**src/rtl/pc_sequencer_pkg.sv**
```systemverilog
// Shared types and helper functions for the program-counter sequencer.
package pc_sequencer_pkg;

    typedef enum logic {
        PCS_RUN,
        PCS_HALTED
    } pcs_state_e;

    // Phase counter width; never zero, so CPI = 1 still gets a 1-bit port.
    function automatic int unsigned phase_width(input int unsigned cpi);
        return (cpi <= 2) ? 1 : $clog2(cpi);
    endfunction

    function automatic logic is_aligned(input logic [63:0] addr, input int unsigned inc);
        logic [63:0] mask;
        mask = 64'(inc - 1);
        return (addr & mask) == '0;
    endfunction

endpackage

```
**src/rtl/pc_sequencer_phase.sv**
```systemverilog
// Modulo-CPI phase counter; wrap marks the last cycle of an instruction.
module pc_phase_counter #(
    parameter int unsigned CPI = 4,
    parameter int unsigned PW  = 2
) (
    input  logic          clk,
    input  logic          rst,
    input  logic          clear,
    input  logic          en,
    output logic [PW-1:0] phase,
    output logic          wrap
);

    assign wrap = (phase == PW'(CPI - 1));

    always_ff @(posedge clk) begin
        if (rst || clear) begin
            phase <= '0;
        end else if (en) begin
            phase <= wrap ? '0 : phase + PW'(1);
        end
    end

endmodule

```
**src/rtl/pc_sequencer.sv**
```systemverilog
// Parametrised PC sequencer: steps the PC every CPI cycles, handles redirect,
// stall and debug halt/resume. Optional alignment check: PC_SEQUENCER_ALIGN_CHECK_EN.
module pc_sequencer
    import pc_sequencer_pkg::*;
#(
    parameter int unsigned     XLEN      = 32,
    parameter int unsigned     CPI       = 4,
    parameter int unsigned     INC       = 1,
    parameter logic [XLEN-1:0] RESET_VEC = '0
) (
    input  logic                          clk,
    input  logic                          rst,
    input  logic                          stall,
    input  logic                          redirect_valid,
    input  logic [XLEN-1:0]               redirect_target,
    input  logic                          halt_req,
    input  logic                          resume,
    output logic [XLEN-1:0]               pc,
    output logic [XLEN-1:0]               pc_seq,
    output logic [phase_width(CPI)-1:0]   phase,
    output logic                          step,
    output logic                          running,
    output logic                          fault,
    output logic [XLEN-1:0]               fault_addr
);

    localparam int unsigned PW = phase_width(CPI);

    pcs_state_e state;
    logic       wrap;
    logic       misaligned;
    logic       redirect_ok;
    logic       phase_clear;
    logic       phase_en;
    logic       resume_now;

`ifdef PC_SEQUENCER_ALIGN_CHECK_EN
    assign misaligned = redirect_valid && !is_aligned(64'(redirect_target), INC);
`else
    assign misaligned = 1'b0;
`endif

    assign running     = (state == PCS_RUN);
    assign redirect_ok = redirect_valid && !misaligned;
    assign resume_now  = !running && resume;
    assign pc_seq      = pc + XLEN'(INC);
    assign step        = running && wrap && !stall && !redirect_valid;

    // A rejected redirect must leave phase untouched, hence !redirect_valid
    // in the enable rather than relying on the clear.
    assign phase_en    = running && !stall && !redirect_valid;
    assign phase_clear = redirect_ok || resume_now;

    pc_phase_counter #(
        .CPI (CPI),
        .PW  (PW)
    ) u_phase (
        .clk   (clk),
        .rst   (rst),
        .clear (phase_clear),
        .en    (phase_en),
        .phase (phase),
        .wrap  (wrap)
    );

    always_ff @(posedge clk) begin
        if (rst) begin
            pc    <= RESET_VEC;
            state <= PCS_RUN;
        end else if (misaligned) begin
            state <= PCS_HALTED;
        end else if (redirect_ok) begin
            pc <= redirect_target;
            if (resume_now) begin
                state <= PCS_RUN;
            end
        end else if (step) begin
            pc <= pc_seq;
            if (halt_req) begin
                state <= PCS_HALTED;
            end
        end else if (resume_now) begin
            state <= PCS_RUN;
        end
    end

`ifdef PC_SEQUENCER_ALIGN_CHECK_EN
    always_ff @(posedge clk) begin
        if (rst) begin
            fault      <= 1'b0;
            fault_addr <= '0;
        end else begin
            fault <= misaligned;
            if (misaligned) begin
                fault_addr <= redirect_target;
            end
        end
    end
`else
    assign fault      = 1'b0;
    assign fault_addr = '0;
`endif

endmodule

```
**config.mk**
```make
export PLATFORM = sky130hd
export DESIGN_NAME = pc_sequencer
export DESIGN_NICKNAME = d
export VERILOG_FILES = /design/src/rtl/pc_sequencer_pkg.sv /design/src/rtl/pc_sequencer_phase.sv /design/src/rtl/pc_sequencer.sv
export SDC_FILE = /design/constraint.sdc
export NUM_CORES = 1
export LEC_CHECK = 0
export ABC_AREA = 1
export CAP_MARGIN = 10
export CORE_UTILIZATION = 30
export DETAILED_ROUTE_END_ITERATION = 8
export MAX_ROUTING_LAYER = met4
export PLACE_DENSITY_LB_ADDON = 0.05
export SETUP_SLACK_MARGIN = 0.4
export SLEW_MARGIN = 20
export SYNTH_ARGS = -nofsm -noshare
export SYNTH_HDL_FRONTEND = slang
export SYNTH_HIERARCHICAL = 1
export SYNTH_SLANG_ARGS = --single-unit
```
**constraint.sdc**
```tcl
create_clock -name clk -period 1.62 [get_ports clk]
set_input_delay 0.243 -clock clk [delete_from_list [all_inputs] [get_ports clk]]
set_output_delay 0.243 -clock clk [all_outputs]
set_load 0.01 [all_outputs]
```
Yosys cells after proc, flatten, opt, wreduce, memory -nomap -nowiden
Index checks and enable logic that the tools add are counted.
Widths: inputs -> output; s select.
{"block": "totals", "ff_bits": 35, "in_bits": 38, "out_inout_bits": 101, "elab_cells": 26}
{"block": "classes", "n_addsub": 2, "eq_ne": 2, "muxes": 7, "bitwise": 1, "n_reduce_logical": 11}
{"operator": "$mux 32", "n": 2}
{"operator": "$add 32x1->32 const B", "n": 1}
{"operator": "$logic_and 1x1->1", "n": 6}
{"operator": "$mux 1", "n": 4}
{"operator": "$ne 3x3->1 const B", "n": 1}
{"operator": "$add 2x1->2 const B", "n": 1}
{"operator": "$eq 2x2->1 const B", "n": 1}
{"operator": "$logic_not 1->1", "n": 2}
{"operator": "$logic_or 1x1->1", "n": 2}
{"operator": "$mux 2", "n": 1}
{"operator": "$reduce_bool 2->1", "n": 1}
{"operator": "$not 1->1", "n": 1}

Logic depth before layout (Yosys ltp)
Gate-level depths: netlist of run 1.
{"block": "depth", "depth_word": 6, "mapped_depth": 10, "ltp_nobuf": 10}

Hierarchy
Netlist of run 1, hierarchy kept.
{"mod": "pc_sequencer", "n_inst": 1, "cells_per_inst": 429, "area_each_um2": 2697.6, "seq_area_each_um2": 660.6}
{"mod": "pc_phase_counter", "n_inst": 1, "cells_per_inst": 14, "area_each_um2": 97.6, "seq_area_each_um2": 40.0}

Least setup slack after synthesis of run 1
No wires, ideal clock.
{"block": "synth_path", "path_type": "reg2out", "startpoint": "register pc[0]", "endpoint": "output pc_seq[20]", "t_arrival_ps": 1378, "path_slack_ps": -1, "path_stages_with_launch": 8, "path_cell_list": "dfxtp_1 > ha_1 > nand2_1 > nor2_4 > nand2_4 > nor2_4 > nand3_1 > and2_1"}
{"block": "synth_between", "elab_chain_len": 1}
{"element": "start, declared", "line_no": "pc_sequencer.sv:18", "source": "output logic [XLEN-1:0] pc,"}
{"element": "start signal, assigned", "line_no": "pc_sequencer.sv:73", "source": "pc <= redirect_target;"}
{"element": "start signal, assigned", "line_no": "pc_sequencer.sv:78", "source": "pc <= pc_seq;"}
{"element": "$add 32x1->32", "line_no": "pc_sequencer.sv:46", "source": "assign pc_seq = pc + XLEN'(INC);"}
{"element": "end, declared", "line_no": "pc_sequencer.sv:19", "source": "output logic [XLEN-1:0] pc_seq,"}
Every way passes these cells.

Worst setup path after layout of run 1
{"block": "layout_path", "startpoint": "register pc[0]", "endpoint": "output pc_seq[24]"}
The elaborated chain is that of the path after synthesis.

==> flow_metrics.tcl, run 1 <==
set metrics [dict create \
    p_clk_share_pct 28.6 \
    finClkSkew_ns 0.00513 \
    area_growth_pct 107 \
    grt_usage_pct 24.1 \
    rows 34 \
    grt_pass1_vias 3580 \
    synth-seq-area-share_pct 25.1 \
    yosys.area_share.simple_pct 37.3 \
    synth_fa_ha_area_share_pct 0.895 \
    path_cells "ha_4 > nand2_4 > nor2_4 > nand2_4 > nor2_4 > buf_6 > nand2_4 > nand2_2 > and2_4 > buf_6" \
    r2r_cells 14 \
    violations "design-rule violations, negative setup slack" \
    clock_sinks 35 \
    cts_root_buffer "clkbuf_8" \
    synth_xor_area_share_pct 6.85 \
    sequentialPowerShare_pct 37.2 \
    synthArstFlopShare_pct 0 \
    fin_setup_tns_ns -8.46 \
    hold_path.class "input port to register" \
    die_w_um 98.5 \
    ant_nets 0 \
    dp_hpwl_mm 7.26 \
    cts_buffers 5 \
    clk_pin_slew_worst_paths_ns 0.08 \
    power.internal_uw 1760 \
    routabilityCongestion 0.789 \
    cp_common_cell "nand2_4" \
    grt_max_degree 35 \
    critical_path_arrival_ns 1.72 \
    final_common_cell "nand2_1" \
    period_minus_slack_ns 1.97 \
    wl_per_cell_um 14.3 \
    nNetsFinal 722 \
    avgViaCountPerCell 4.54 \
    antenna_cells 0 \
    setup_ws_ns -0.348 \
    r2r_end "pc[31]" \
    rrSetupSlack_ns -0.17 \
    vias 3591 \
    endpoint_kind "primary output" \
    h-tree-depth 2 \
    grt_pass1_wl_mm 17.7 \
    placed_cells 709 \
    synthMuxAreaShare_pct 0 \
    chipHeight_um 98.5 \
    routed_wl_mm 11.3 \
    setup_viol 33 \
    syn_inst 443 \
    finalCritPeriodShare_pct 121 \
    antenna_found_initial 0 \
    crit_type "register to primary output" \
    hp-start "redirect_target[6]" \
    ios 139 \
    clk-insertion-delay-late_ns 0.29 \
    slew_viol_final 0 \
    syn_area_per_cell_um2 6.31 \
    post-place-ws_ns -0.453 \
    status "complete, but fails checks" \
    drv_cap 0 \
    synth_cell_types 28 \
    cp-start-kind "register" \
    floorplan.initialDensity_pct 31.4 \
    layout-drive-gt1-share_pct 56.8 \
    clock.fmax_mhz 508 \
    leakagePower_uw 0.00281 \
    min_path_cells 3 \
    cts_hold_buf 0 \
    synth_top_family_by_area "simple AND/OR/NAND/NOR gates" \
    slowest_delay_ns 0.37 \
    ys.flop_type "dfxtp_1" \
    fin_cells 791 \
    hold_path_end "pc[6]" \
    crit_path_max_fanout 4 \
    remaining_drc_errors 11 \
    overflow 0 \
    power_density_nw_per_um2 441 \
    dr.first_iter.drc_count 153 \
    sw_frac_of_total_pct 31.0 \
    timing.rr.start "pc[0]" \
    postLayoutCoreUtil_pct 65.2 \
    cp_slowest_cell "dfxtp_4" \
    rsz0062_at_grt "yes" \
    comb_power_share_pct 34.2 \
    core_um2 8890 \
    cp.required_ns 1.38 \
    yosysWarnings 6 \
    cts_buffer_depth 2 \
    final_hold_viol_count 0 \
    syn_area_um2 2800 \
    dr.pass1.iters 9 \
    final_cell_mix "nand2_1, buf_6, buf_4, inv_1, nand2_2" \
    synth_edf_count 0 \
    port_buffers 105 \
    critPathLaunch "pc[0]" \
    timing.hold.ws_ns 0.517 \
    cts_tree "done" \
    ir_drop_mv 0.245 \
    design.die.area_um2 9710 \
    synth_seq_cells 35 \
    switchingPower_uw 792 \
    synth-compound-area-share_pct 11.8 \
]
==> worst max-delay path: cells and delay by family (launching register included) <==
kind | cells | cell delay, ns
and+or+nand+nor | 7 | 0.70
adders and majority gates | 1 | 0.14
DFF | 1 | 0.37
buffers and inverters | 2 | 0.22
==> repair_timing <==
action / in CTS / in global routing
gates resized for setup: 423 / 81
pin swaps: 50 / 43
setup buffers: 58 / 12
setup endpoints to repair: 102 / 74
gates cloned: 4 / 0
==> stage by stage <==
stage,total power [µW],instance area (µm²)
3_3_place_gp,1690,4470
5_1_grt,2680,5800
3_5_place_dp,1690,4470
6_report,2550,5800
4_1_cts,2510,5390
2_1_floorplan,1330,3070
==> routing by layer <==
layer	global-route usage, %	share of wire [%]
met5	-	0
met4	4.71	0.78
met3	3.55	5.5
met2	39.7	48
met1	31.6	46
==> cell families (layout without fill, tap and decap cells) <==
kind of cell             after synthesis  in the layout
AND/OR/NAND/NOR                      235            235
buffers and inverters                 98            306
AO/OA/AOI/OAI                         57             57
flip-flops                            35             35
XOR/XNOR                              15             15
adder cells (fa/ha/maj)                2              2
other                                  1             33
==> flip-flops by register name, summed over array words and instances, names as in the netlist <==
signal	count
state	1
pc	32
u_phase/phase	2
==> worst max path at each step <==
| stage | to | slack, ns | cells past startpoint |
|---|---|---|---|
| 6_report | pc_seq[24] | -0.35 | 10 |
| 2_1_floorplan | pc_seq[20] | 0.13 | 8 |
| 3_3_place_gp | pc_seq[24] | -0.43 | 9 |
| 5_1_grt | pc_seq[24] | -0.43 | 10 |
| 3_5_place_dp | pc_seq[20] | -0.45 | 9 |
| 4_1_cts | pc_seq[16] | -0.35 | 8 |
==> power groups by stage <==
| stage | sequential [µW] | clock [µW] | combinational, µW |
|---|---|---|---|
| finish | 951 | 730 | 872 |
| global route | 958 | 783 | 941 |
| CTS | 949 | 744 | 815 |
| detailed placement | 972 | 0 | 723 |
| global placement | 971 | 0 | 719 |
| floorplan | 1010 | 0 | 318 |
==> cells in the mapped netlist, drive strengths merged (4+ instances only) <==
cell type,n,area [µm²]
clkbuf,7,26.3
xor2,11,156
a31oi,8,50.1
dfxtp,35,701
inv,52,195
a22o,8,70.1
a21oi,24,120
o21ai,15,75.1
nor2,53,295
nand3,18,90.1
nand2,159,627
xnor2,4,35.0
buf,39,279
==> final cells by class <==
class | instances | area (µm²)
Timing Repair inverter | 1 | 11.3
Inverter | 52 | 210
Fill cell | 777 | 3100
Clock buffer | 8 | 100
Timing Repair Buffer | 245 | 2300
Multi-Input combinational cell | 342 | 2260
Sequential cell | 35 | 774
Tap cell | 108 | 135
Power figures use the tool's default switching activity.
==> run 2: changes to the inputs <==
--- a/config.mk
+++ b/config.mk
@@ -10,7 +10,6 @@
 export CORE_UTILIZATION = 30
 export DETAILED_ROUTE_END_ITERATION = 8
 export MAX_ROUTING_LAYER = met4
-export PLACE_DENSITY_LB_ADDON = 0.05
 export SETUP_SLACK_MARGIN = 0.4
 export SLEW_MARGIN = 20
 export SYNTH_ARGS = -nofsm -noshare
==> run 2 against run 1 <==
  * The run still ends with design-rule violations, negative setup slack left
  * First-iteration DRC count increased by 46%
  * Wire length decreased by 1.4%
  * Highest routed layer unchanged
  * Non-clock buffer count decreased by 10
  * Die area unchanged
  * Count of clock-buffer cells in the layout unchanged
  * Combinational power decreased by 5.0%
  * Critical path depth decreased by 1
  * Sequential cell count unchanged
  * Worst setup slack got worse by 0.050 ns
  * Worst hold slack got worse by 0.012 ns
  * Register-to-register slack improved by 0.06 ns
==> flow_metrics.tcl, run 2 (same netlist as run 1, synthesis figures left out) <==
set metrics [dict create \
    final_cell_mix "nand2_1, buf_4, buf_6, inv_1, buf_2" \
    dpl-instance-area_um2 4450 \
    clk-insertion-delay-late_ns 0.30 \
    rrSetupSlack_ns -0.11 \
    period_minus_slack_ns 2.02 \
    cts_root_buffer "clkbuf_8" \
    finClkSkew_ns 0.00349 \
    overflow 0 \
    fin_setup_tns_ns -8.70 \
    port_buffers 105 \
    slew_viol_final 0 \
    h-tree-depth 2 \
    cts_buffer_depth 2 \
    dr.first_iter.drc_count 223 \
    grt_max_degree 23 \
    top_regs "pc (32), u_phase/phase (2), state (1)" \
    top_register "pc" \
    status "complete, but fails checks" \
    path_buf_inv 2 \
    critPathTopFamily "simple AND/OR/NAND/NOR gates" \
    antenna_cells 0 \
    drv_cap 0 \
    cp-start-kind "register" \
    endpoint_kind "primary output" \
    routabilityCongestion 0.870 \
    grt_pass1_vias 3554 \
    ant_nets 0 \
    finalCritPeriodShare_pct 125 \
    nNetsFinal 712 \
    dp_hpwl_mm 7.31 \
    cp.required_ns 1.38 \
    avgViaCountPerCell 4.63 \
    critical_path_arrival_ns 1.78 \
    leakagePower_uw 0.00256 \
    cts_hold_buf 0 \
    design.die.area_um2 9710 \
    clock.fmax_mhz 495 \
    largest_register_ffs 32 \
    finalPower_uw 2520 \
    wl_per_cell_um 14.3 \
    rows 34 \
    post-place-ws_ns -0.451 \
    power_density_nw_per_um2 467 \
    placed_cells 710 \
    chipHeight_um 98.5 \
    dr.pass1.iters 9 \
    ios 139 \
    final_common_cell "nand2_1" \
    final_hold_viol_count 0 \
    setup_viol 33 \
    floorplan.initialDensity_pct 31.4 \
    grt_pass1_wl_mm 17.1 \
    design_area_um2 5400 \
    cp_slowest_cell "dfxtp_4" \
    remaining_drc_errors 9 \
    clock_sinks 35 \
    cts_tree "done" \
    path_cells "ha_4 > nand2_4 > nor2_4 > nand2_4 > nor2_4 > buf_6 > nand3_2 > and2_4 > buf_6" \
    ir_drop_mv 0.299 \
    rsz0062_at_grt "yes" \
    die_w_um 98.5 \
    fin_cells 781 \
    hold_path.class "input port to register" \
    area_growth_pct 93.1 \
    antenna_found_initial 0 \
    cts_buffers 5 \
    crit_type "register to primary output" \
    core_um2 8890 \
    layout-drive-gt1-share_pct 52.0 \
    vias 3613 \
    setup_ws_ns -0.398 \
    violations "design-rule violations, negative setup slack" \
    clk_pin_slew_worst_paths_ns 0.08 \
    slowest_delay_ns 0.37 \
    routed_wl_mm 11.2 \
    grt_usage_pct 23.0 \
    crit_path_max_fanout 4 \
]
[run 2: changes by cell type in the layout (fill, tap and decap cells not counted), sizes merged]
cell,delta
buf,-8
bufbuf,-1
clkbuf,-1
[run 2: per-layer routing]
metal / routed length [µm] / vias to the layer above / track usage (%)
met1: 4850 / 1712 / 28.2
met2: 5590 / 122 / 39.8
met4: 151 / 0 / 5.97
li1: - / 1762 / -
met5: 0 / - / -
met3: 577 / 17 / 2.98
[run 2: area by class of cell]
cell class / instances / area, µm²
tap: 108 / 135
clock buffer: 8 / 100
timing repair buffer: 235 / 2100
fill: 782 / 3490
multi-input combinational: 342 / 2080
sequential: 35 / 766
inverter: 52 / 210
timing repair inverter: 1 / 6.26
[run 2: repair_timing]
| item | CTS | global route |
|---|---|---|
| gates resized for setup | 393 | 49 |
| endpoints found under the setup margin | 102 | 77 |
| cloned | 3 | 0 |
| pin swaps | 45 | 38 |
| setup buffers | 45 | 15 |
[run 2: power breakdown]
group / internal, µW / switching, µW / leakage (µW) / total, µW
combinational: 439 / 389 / 0.00220 / 828
sequential: 907 / 49.7 / 0.000304 / 957
clock: 389 / 348 / 0.0000515 / 737
[run 2: worst paths after layout]
check,from,end,cells after the start
max,pc[1],pc_seq[24],9
min reg2reg,pc[31],pc[31],4
max reg2reg,pc[0],pc[25],14
min,halt_req,state,3
[run 2: through the flow]
step	utilization, %	hold WS (ns)
floorplan	-	0.376
global placement	50.1	0.504
detailed placement	50.1	0.515
CTS	57.5	0.504
global route	60.7	0.529
finish	60.7	0.504
[run 2: worst reg2reg max path, cell delays in order, from the launching register on]
cell and delay (ns):
dfxtp_4 0.36, buf_4 0.13, inv_4 0.04, nor2_4 0.13, nand2_4 0.12, nor2_4 0.11
buf_6 0.12, buf_4 0.10, nand2_1 0.04, nand2_1 0.07, nand2_2 0.06, buf_4 0.12
buf_4 0.12, nand2_1 0.05, a21oi_1 0.06
